==> config.mk <==
export PLATFORM = sky130hd
export DESIGN_NAME = issue_scheduler
export DESIGN_NICKNAME = d
export VERILOG_FILES = /design/src/rtl/issue_scheduler.sv
export SDC_FILE = /design/constraint.sdc
export NUM_CORES = 1
export LEC_CHECK = 0
export BUFFER_PORTS_ARGS = -buffer_cell sky130_fd_sc_hd__buf_2
export CAP_MARGIN = 20
export CORE_MARGIN = 2
export CORE_UTILIZATION = 65
export CTS_CLUSTER_SIZE = 30
export DETAILED_ROUTE_END_ITERATION = 7
export PLACE_DENSITY = 0.92
export SLEW_MARGIN = 20
export SYNTH_ARGS = -nofsm -noshare
export SYNTH_HDL_FRONTEND = slang
export SYNTH_SLANG_ARGS = --single-unit
export TNS_END_PERCENT = 10
==> constraint.sdc <==
create_clock -name clk_ni -period 40.7 [get_ports clk_ni]
set_clock_uncertainty 0.05 [all_clocks]
set_input_delay 10.175 -clock clk_ni [delete_from_list [all_inputs] [get_ports clk_ni]]
set_output_delay 10.175 -clock clk_ni [all_outputs]
set_load 0.03 [all_outputs]
==> src/rtl/issue_scheduler.sv <==
// Age-ordered issue scheduler for a compacting pop-anywhere queue.
// Each cycle it picks up to Lanes of the oldest operand-ready entries and
// pops them into per-lane output registers. These registers drain to the
// execution units over a valid/ready handshake. A watchdog forces in-order
// issue of the head entry once younger entries have bypassed it for too long.
// All state updates on the falling edge of clk_ni.
module issue_scheduler #(
    parameter int  Size    = 16,
    parameter type T       = logic,
    parameter int  Lanes   = 2,
    parameter int  Timeout = 8,
    localparam int Width   = $clog2(Size)
) (
    input  logic              clk_ni,
    input  logic              rst_i,
    input  logic [Width:0]    size_i,
    input  T                  entries_i [Size],
    input  logic [Size-1:0]   ready_i,
    input  logic              flush_i,
    output logic [Size-1:0]   pop_o,
    output logic [Lanes-1:0]  lane_valid_o,
    output T                  lane_data_o [Lanes],
    input  logic [Lanes-1:0]  lane_ready_i,
    output logic              starve_o
);

    localparam int CntW = Width + 1;
    localparam int AgeW = $clog2(Timeout + 1);
    localparam int IdxW = (Size > 1) ? $clog2(Size) : 1;

    typedef enum logic {
        ST_NORMAL = 1'b0,
        ST_DRAIN  = 1'b1
    } state_t;

    state_t            state_reg;
    logic [AgeW-1:0]   age_reg;
    logic              starve_reg;
    logic [Lanes-1:0]  lane_valid_reg;
    T                  lane_data_reg [Lanes];

    logic [Size-1:0]   entry_valid;
    logic [Size-1:0]   cand;
    logic [Size-1:0]   issue_mask;
    logic [CntW-1:0]   cand_rank [Size];
    logic [CntW-1:0]   num_cand;
    logic [Lanes-1:0]  lane_free;
    logic [Lanes-1:0]  lane_assigned;
    logic [CntW-1:0]   free_rank [Lanes];
    logic [CntW-1:0]   num_free;
    logic [IdxW-1:0]   lane_sel [Lanes];

    // Entry validity and candidacy; in DRAIN only the head may issue.
    for (genvar gi = 0; gi < Size; gi++) begin : g_entry
        assign entry_valid[gi] = (size_i > CntW'(gi));
        assign cand[gi]        = entry_valid[gi] && ready_i[gi] &&
                                 ((state_reg == ST_NORMAL) || (gi == 0));
    end

    // A lane can take a new entry if empty or handing its entry off now.
    for (genvar gi = 0; gi < Lanes; gi++) begin : g_lane_free
        assign lane_free[gi] = !lane_valid_reg[gi] || lane_ready_i[gi];
    end

    // Rank of each candidate among candidates (0 = oldest).
    always_comb begin
        logic [CntW-1:0] cnt_next;
        cnt_next = '0;
        for (int i = 0; i < Size; i++) begin
            cand_rank[i] = cnt_next;
            cnt_next     = cnt_next + CntW'(cand[i]);
        end
        num_cand = cnt_next;
    end

    // Rank of each free lane among free lanes (0 = lowest index).
    always_comb begin
        logic [CntW-1:0] cnt_next;
        cnt_next = '0;
        for (int l = 0; l < Lanes; l++) begin
            free_rank[l] = cnt_next;
            cnt_next     = cnt_next + CntW'(lane_free[l]);
        end
        num_free = cnt_next;
    end

    // The k-th oldest candidate issues iff there are more than k free lanes.
    for (genvar gi = 0; gi < Size; gi++) begin : g_issue
        assign issue_mask[gi] = cand[gi] && (cand_rank[gi] < num_free);
    end

    // Each free lane of rank k receives the candidate of rank k, if any.
    always_comb begin
        for (int l = 0; l < Lanes; l++) begin
            lane_assigned[l] = lane_free[l] && (free_rank[l] < num_cand);
            lane_sel[l]      = '0;
            for (int i = 0; i < Size; i++) begin
                if (cand[i] && (cand_rank[i] == free_rank[l])) begin
                    lane_sel[l] = IdxW'(i);
                end
            end
        end
    end

    // Pop mask: reset suppresses everything, flush empties the queue.
    always_comb begin
        if (rst_i) begin
            pop_o = '0;
        end else if (flush_i) begin
            pop_o = entry_valid;
        end else begin
            pop_o = issue_mask;
        end
    end

    // Lane valid flags: free lanes refill or empty; stalled lanes hold.
    always_ff @(negedge clk_ni) begin
        if (rst_i || flush_i) begin
            lane_valid_reg <= '0;
        end else begin
            for (int l = 0; l < Lanes; l++) begin
                if (lane_free[l]) begin
                    lane_valid_reg[l] <= lane_assigned[l];
                end
            end
        end
    end

    // Lane payload: loaded only when the lane accepts a new entry.
    always_ff @(negedge clk_ni) begin
        for (int l = 0; l < Lanes; l++) begin
            if (!rst_i && !flush_i && lane_assigned[l]) begin
                lane_data_reg[l] <= entries_i[lane_sel[l]];
            end
        end
    end

    // Watchdog age counter and NORMAL/DRAIN state with registered starve flag.
    always_ff @(negedge clk_ni) begin
        if (rst_i || flush_i) begin
            state_reg  <= ST_NORMAL;
            age_reg    <= '0;
            starve_reg <= 1'b0;
        end else begin
            if ((size_i == '0) || pop_o[0]) begin
                age_reg <= '0;
            end else if (age_reg != AgeW'(Timeout)) begin
                age_reg <= age_reg + AgeW'(1);
            end

            case (state_reg)
                ST_NORMAL: begin
                    if ((age_reg == AgeW'(Timeout - 1)) && (size_i != '0) && !pop_o[0]) begin
                        state_reg  <= ST_DRAIN;
                        starve_reg <= 1'b1;
                    end
                end
                ST_DRAIN: begin
                    if (pop_o[0]) begin
                        state_reg  <= ST_NORMAL;
                        starve_reg <= 1'b0;
                    end
                end
                default: begin
                    state_reg  <= ST_NORMAL;
                    starve_reg <= 1'b0;
                end
            endcase
        end
    end

    assign lane_valid_o = lane_valid_reg;
    assign lane_data_o  = lane_data_reg;
    assign starve_o     = starve_reg;

endmodule

==> impl_metrics.py, run 1 <==
metrics = {
    "status": {
        "status": "completed",
    },
    "logic_synthesis": {
        "synth-edff-count": 2,
        "ys_seq_area_share_pct": 5.01,
        "ys_types": 92,
        "synth-xor-area-share_pct": 17.5,
        "synthCells": 599,
        "synthesis.area_mm2": 0.00439,
        "yosys_warnings": 0,
        "synth_nets": 681,
        "ys.flop_type": "dfxtp_1",
        "syn_avg_cell_area_um2": 7.33,
        "synthSimpleGateAreaFrac_pct": 32.6,
        "synth_adder_area_share_pct": 11.8,
        "synth_top_cell_area_share_pct": 11.1,
        "synth_top_family_by_area": "simple AND/OR/NAND/NOR gates",
        "synth_compound_area_share_pct": 21.5,
        "synth_largest_area_cell": "ha_1",
        "synth.area.top_cells": "ha_1 11%, xnor2_1 7.0%, nor2_1 6.2%, a21oi_1 4.6%, mux2i_1 4.1%",
        "ys_async_sr_fraction_pct": 0,
        "synthMuxAreaShare_pct": 6.52,
        "synth.ff_latch_count": 10,
    },
    "clock_network": {
        "cts_sinks": 10,
        "clockRootBuffer": "clkbuf_8",
        "clock_path_buffers": 2,
        "cts_resized": 0,
        "cts.clk_slew.worst_paths_ns": 0.05,
        "tritoncts": "built",
        "cts_max_level": 1,
        "cts_made_buffers": 3,
        "cts_hold_buf": 0,
        "clock_latency_ns": 0.31,
        "post-cts-setup-buffer-count": 0,
    },
    "timing": {
        "setup_slack_ns": 0.922,
        "rsz0062_at_grt": "no",
        "tightestPinTransition_ns": 0.774,
        "tns_ns": 0,
        "slew_violations": 0,
        "max-slew-margin-rel_pct": 47.9,
        "hold_viol": 0,
        "setup_violations": 0,
    },
    "pwr": {
        "p_comb_share_pct": 93.2,
        "p_clk_share_pct": 3.3,
        "internal_power_mw": 0.189,
        "seqPwrFrac_pct": 3.5,
        "p_leak_nw": 2.10,
        "swShare_pct": 57.3,
        "vdd_drop_max_mv": 0.0504,
        "power.density_mw_per_mm2": 93.4,
        "total_power_mw": 0.444,
        "switchingPower_mw": 0.254,
    },
    "floorplan": {
        "core-area_mm2": 0.00646,
        "row_count": 29,
        "die_w_um": 86.2,
        "ios": 63,
        "die-area_mm2": 0.00743,
        "start_util_pct": 68.0,
        "die_h_um": 86.2,
    },
    "final_layout": {
        "multiInputGateArea_mm2": 0.00395,
        "most-common-layout-cells": "72 x nor2_1, 62 x buf_2, 40 x nand2_1, 40 x a21oi_1, 39 x ha_1",
        "drive_gt1_share_pct": 17.6,
        "final_common_cell": "nor2_1",
        "ff_latch_area_um2": 220,
        "fin_cells": 725,
        "design_area_mm2": 0.00475,
        "diodes": 0,
        "area_growth_pct": 8.09,
        "fillers": 529,
        "fin_nets": 732,
        "largest_reg_flops": 4,
    },
    "critical_path": {
        "start_kind": "input pin",
        "crit_required_ns": 20.35,
        "r2r_start": "state_reg$_SDFF_NP0_",
        "crit_path_frequent_cell": "ha_1",
        "crit_path_max_incr_delay_ns": 0.64,
        "ff2ff_setup_slack_ns": 31.56,
        "crit_type": "in2reg",
        "critical-path-slowest-cell": "o21ai_0",
        "endpoint_kind": "flop",
        "path_buf_inv": 2,
        "rr_worst_depth": 28,
        "critPathArrivalTime_ns": 19.42,
        "critPathTopFamily": "adder cells",
        "r2r_end": "lane_data_o[0]$_DFFE_NP_",
        "cp_max_fo": 10,
    },
    "place": {
        "pre_cts_ws_ns": 0.751,
        "io_buffers": 62,
        "dp.cells": 713,
        "gp_congestion": 1.03,
        "placed_area_mm2": 0.00467,
        "hpwl_mm": 10.0,
    },
    "detailed_routing": {
        "detail_route.wl_per_cell_um": 18.2,
        "drcViolationCount": 0,
        "routed_via_density": 6.79,
        "wirelength_mm": 13.2,
        "num_vias": 4921,
        "firstDrtPassIters": 5,
        "drt_iter0_drc": 516,
        "ant_nets": 0,
    },
    "global_route": {
        "grt_use_total_pct": 34.9,
        "antenna_found_initial": 0,
        "grt_max_degree": 26,
        "grt_pass1_wl_mm": 21.6,
        "grt_pass1_vias": 4727,
        "gr-total-overflow": 0,
    },
    "min_path": {
        "hold_path_depth": 2,
        "min_to": "starve_o$_SDFFE_NP0P_",
        "min-delay-start": "starve_o$_SDFFE_NP0P_",
        "hold_class": "reg2reg",
    },
    "job": {
        "cap_violations": 0,
    },
}
worst max path at each step:
stage / cells past startpoint / from / end / slack, ns
2_1_floorplan: 31 / size_i[4] / lane_data_o[0]$_DFFE_NP_ / 1.50
5_1_grt: 30 / size_i[3] / lane_data_o[0]$_DFFE_NP_ / 0.18
4_1_cts: 30 / size_i[4] / lane_data_o[0]$_DFFE_NP_ / 1.03
6_report: 30 / size_i[4] / lane_data_o[0]$_DFFE_NP_ / 0.92
3_5_place_dp: 30 / size_i[4] / lane_data_o[0]$_DFFE_NP_ / 0.75
3_3_place_gp: 30 / size_i[4] / lane_data_o[0]$_DFFE_NP_ / 1.15
routing by layer:
layer | global-route usage, % | vias up | wire length [µm]
met4 | 12.4 | 0 | 374
li1 | - | 2291 | -
met5 | 0 | - | 0
met3 | 4.86 | 49 | 1240
met1 | 44.5 | 2275 | 5170
met2 | 60.3 | 306 | 6420
worst min-delay path, cell delays in order, from the launching register on:
cell	delay, ns
dfxtp_1	0.35
a21oi_1	0.08
nor2_1	0.08
power groups by stage:
stage / Combinational [mW] / Sequential (mW) / Clock (mW)
4_1_cts: 0.405 / 0.0154 / 0.0147
5_1_grt: 0.454 / 0.0155 / 0.0157
3_5_place_dp: 0.402 / 0.0155 / 0.00166
6_report: 0.414 / 0.0154 / 0.0146
2_1_floorplan: 0.329 / 0.0191 / 0.00166
3_3_place_gp: 0.389 / 0.0153 / 0.00166
synthesized netlist by cell type, drive strengths merged (5+ instances only):
master and number:
and2 11, clkbuf 15, or3 11, nand2 42
a21oi 40, and3 5, xnor2 40, nor3 22
o21ai 30, a22oi 5, nor4 10, nand3b 5
o21a 5, xor2 20, mux2 5, inv 26
o211ai 5, mux2i 21, and3b 7, nor2b 8
nor3b 8, or2 7, buf 10, dfxtp 8
nor2 72, ha 39, nand2b 12, nand3 30
a31oi 7, nor4b 5
per-stage QoR:
| step | hold WS, ns | utilization (%) |
|---|---|---|
| global placement | 0.417 | 72.3 |
| global route | 0.503 | 73.5 |
| detailed placement | 0.455 | 72.3 |
| CTS | 0.475 | 73.5 |
| floorplan | 0.429 | - |
| finish | 0.509 | 73.5 |
cell families after synthesis:
| group | count (synthesis) |
|---|---|
| adders and majority gates | 41 |
| muxes | 26 |
| buffers and inverters | 51 |
| and+or+nand+nor | 267 |
| AOI/OAI and AO/OA | 140 |
| DFF | 10 |
| xor gates and xnor gates | 64 |
layout make-up:
| class | instances | share of cell area (%) |
|---|---|---|
| multi-input cells | 538 | 83.2 |
| repair buffers | 62 | 6.54 |
| flip-flops and latches | 10 | 4.64 |
| well taps | 77 | 2.03 |
| inverters | 25 | 1.98 |
| clock buffers | 3 | 0.870 |
| clock inverters | 10 | 0.791 |
No activity file was read; power rests on OpenSTA's default activity.
==> run 2, diff against run 1 <==
ABC_AREA = 1   (was not set)
==> run 2 against run 1 <==
Worst hold slack worse by 0.027 ns. Via count up 7.6%. Non-clock buffer count up 1. First-iteration DRC count is 27% lower. Worst setup slack improved by 1.3 ns. Die area is 0.45% lower. Sequential share of layout area decreased by 0.058 points. Final area rose by 1.3%. Final cell count increased by 24%. Synthesized area is 0.48% lower. Total power decreased by 8.7%.
==> impl_metrics.py, run 2 <==
metrics = {
    "min_path": {
        "hold_path_depth": 2,
        "hold_class": "reg2reg",
    },
    "critical_path": {
        "endpoint_kind": "output port",
        "crit_required_ns": 30.47,
        "path_buf_inv": 3,
        "cp_max_fo": 14,
        "worstPathCellList": "inv_1 -> nand3_1 -> fa_1 -> inv_1 -> ha_1 -> ha_1 -> ha_1 -> ha_1 -> ha_1 -> ha_1 -> ha_1 -> ha_1 -> ha_1 -> ha_1 -> ha_1 -> ha_1 -> ha_1 -> ha_1 -> nor3_1 -> a31oi_1 -> a211oi_1 -> buf_2",
        "crit_path_max_incr_delay_ns": 0.64,
        "start_kind": "flop",
        "crit_path_frequent_cell": "ha_1",
        "critPathTopFamily": "adder cells",
        "crit_type": "reg2out",
        "worst-path-stages": 22,
        "rr_worst_depth": 25,
        "ff2ff_setup_slack_ns": 32.56,
        "critPathArrivalTime_ns": 28.25,
        "critical-path-slowest-cell": "fa_1",
    },
    "final_layout": {
        "fin_cells": 899,
        "largest_reg_flops": 4,
        "most-common-layout-cells": "176 x nand2_1, 134 x inv_1, 99 x nand3_1",
        "area_growth_pct": 9.99,
        "fin_nets": 905,
        "drive_gt1_share_pct": 19.8,
        "diodes": 0,
        "final_util_pct": 74.8,
        "final_common_cell": "nand2_1",
    },
    "floorplan": {
        "die-area_mm2": 0.00740,
        "die_w_um": 86,
        "ios": 63,
        "die_h_um": 86,
        "core-area_mm2": 0.00642,
        "row_count": 29,
        "start_util_pct": 68.0,
    },
    "detailed_routing": {
        "num_vias": 5296,
        "dr.max_layer_used": "met4",
        "wl_met2_mm": 6.07,
        "wl_met1_mm": 5.70,
        "drcViolationCount": 0,
        "drt_iter0_drc": 375,
        "ant_nets": 0,
        "wl_met3_mm": 1.02,
        "detail_route.wl_per_cell_um": 14.7,
        "firstDrtPassIters": 5,
        "wirelength_mm": 13.2,
        "routed_via_density": 5.89,
    },
    "logic_synthesis": {
        "yosys_warnings": 0,
        "synth.area.top_cells": "nand2_1 15%, nand3_1 11%, ha_1 11%, inv_1 11%, nor2_1 5.8%",
        "synth_top_cell_area_share_pct": 15.1,
        "synth-edff-count": 2,
        "syn_avg_cell_area_um2": 5.77,
        "synth_commonest_cells": "176 x nand2_1, 125 x inv_1, 99 x nand3_1, 67 x nor2_1, 40 x nand2_2",
        "ys_async_sr_fraction_pct": 0,
        "synth_nets": 840,
        "ys_seq_area_share_pct": 5.04,
        "synthCells": 758,
        "ys.flop_type": "dfxtp_1",
        "yosys.cell_count.top_type": "nand2_1",
        "synthesis.area_mm2": 0.00437,
        "synth.ff_latch_count": 10,
        "synth_largest_area_cell": "nand2_1",
        "ys_types": 43,
    },
    "clock_network": {
        "clockRootBuffer": "clkbuf_8",
        "cts_sinks": 10,
        "cts.clk_slew.worst_paths_ns": 0.04,
        "cts_max_level": 1,
        "clock_latency_ns": 0.34,
        "tritoncts": "built",
        "clock_path_buffers": 2,
        "post-cts-setup-buffer-count": 0,
        "cts_hold_buf": 0,
        "cts_resized": 0,
        "cts_made_buffers": 3,
    },
    "global_route": {
        "grt_pass1_vias": 5028,
        "grt_pass1_wl_mm": 21.8,
        "gr-total-overflow": 0,
        "grt_max_degree": 23,
        "antenna_found_initial": 0,
        "grt_use_total_pct": 35.5,
    },
    "status": {
        "status": "completed",
    },
    "job": {
        "cap_violations": 0,
    },
    "place": {
        "gp_congestion": 0.964,
        "io_buffers": 62,
        "dp.cells": 886,
        "hpwl_mm": 10.8,
    },
    "timing": {
        "slew_violations": 0,
        "tightestPinTransition_ns": 0.670,
        "final.hold.worst_slack_ns": 0.481,
        "max-slew-margin-rel_pct": 55.3,
        "setup_violations": 0,
        "tns_ns": 0,
        "rsz0062_at_grt": "no",
        "hold_viol": 0,
    },
    "pwr": {
        "power.density_mw_per_mm2": 84.2,
        "total_power_mw": 0.405,
        "vdd_drop_max_mv": 0.0521,
        "p_leak_nw": 2.76,
    },
}
==> run 2: logic make-up after synthesis <==
logic type,synth area share [%]
DFF,5.04
AOI/OAI and AO/OA,11.3
and+or+nand+nor,54.1
buffers and inverters,12.9
xor gates and xnor gates,5.10
adders and majority gates,11.6
==> run 2: where the power goes <==
part	leakage, nW	switching (mW)	total, mW	internal (mW)
Combinational	2.60	0.244	0.374	0.130
Sequential	0.0837	0.000629	0.0150	0.0144
Clock	0.0749	0.00745	0.0155	0.00805
==> run 2: final timing paths <==
check,start,endpoint
worst max-delay path,state_reg$_SDFF_NP0_,pop_o[15]
worst max register to register,state_reg$_SDFF_NP0_,lane_data_o[0]$_DFFE_NP_
worst min-delay path,age_reg[1]$_SDFFE_NP0P_,age_reg[1]$_SDFFE_NP0P_
worst min register to register,age_reg[1]$_SDFFE_NP0P_,age_reg[1]$_SDFFE_NP0P_
==> run 2: final cells by class <==
cell class	instances	area (µm²)
Timing Repair Buffer	63	318
Tap cell	77	96.3
Multi-Input combinational cell	602	3590
Fill cell	557	1620
Clock buffer	3	41.3
Inverter	133	499
Sequential cell	10	220
Clock inverter	11	42.5
==> run 2: per-layer routing <==
layer / vias up / track usage (%)
li1: 2594 / -
met1: 2393 / 44.8
met2: 264 / 60.5
met3: 45 / 5.20
met4: 0 / 13.6
met5: - / 0
==> run 2: through the flow <==
step	setup WS (ns)	area, µm²
finish	2.22	4810
global route	1.76	4810
CTS	2.31	4810
detailed placement	2.14	4730
global placement	2.50	4730
floorplan	3.11	4370
==> run 2: tightest hold or removal path: stages (launching register included) <==
cell and delay, ns:
dfxtp_1 0.33, nand2_1 0.08, a21oi_1 0.06
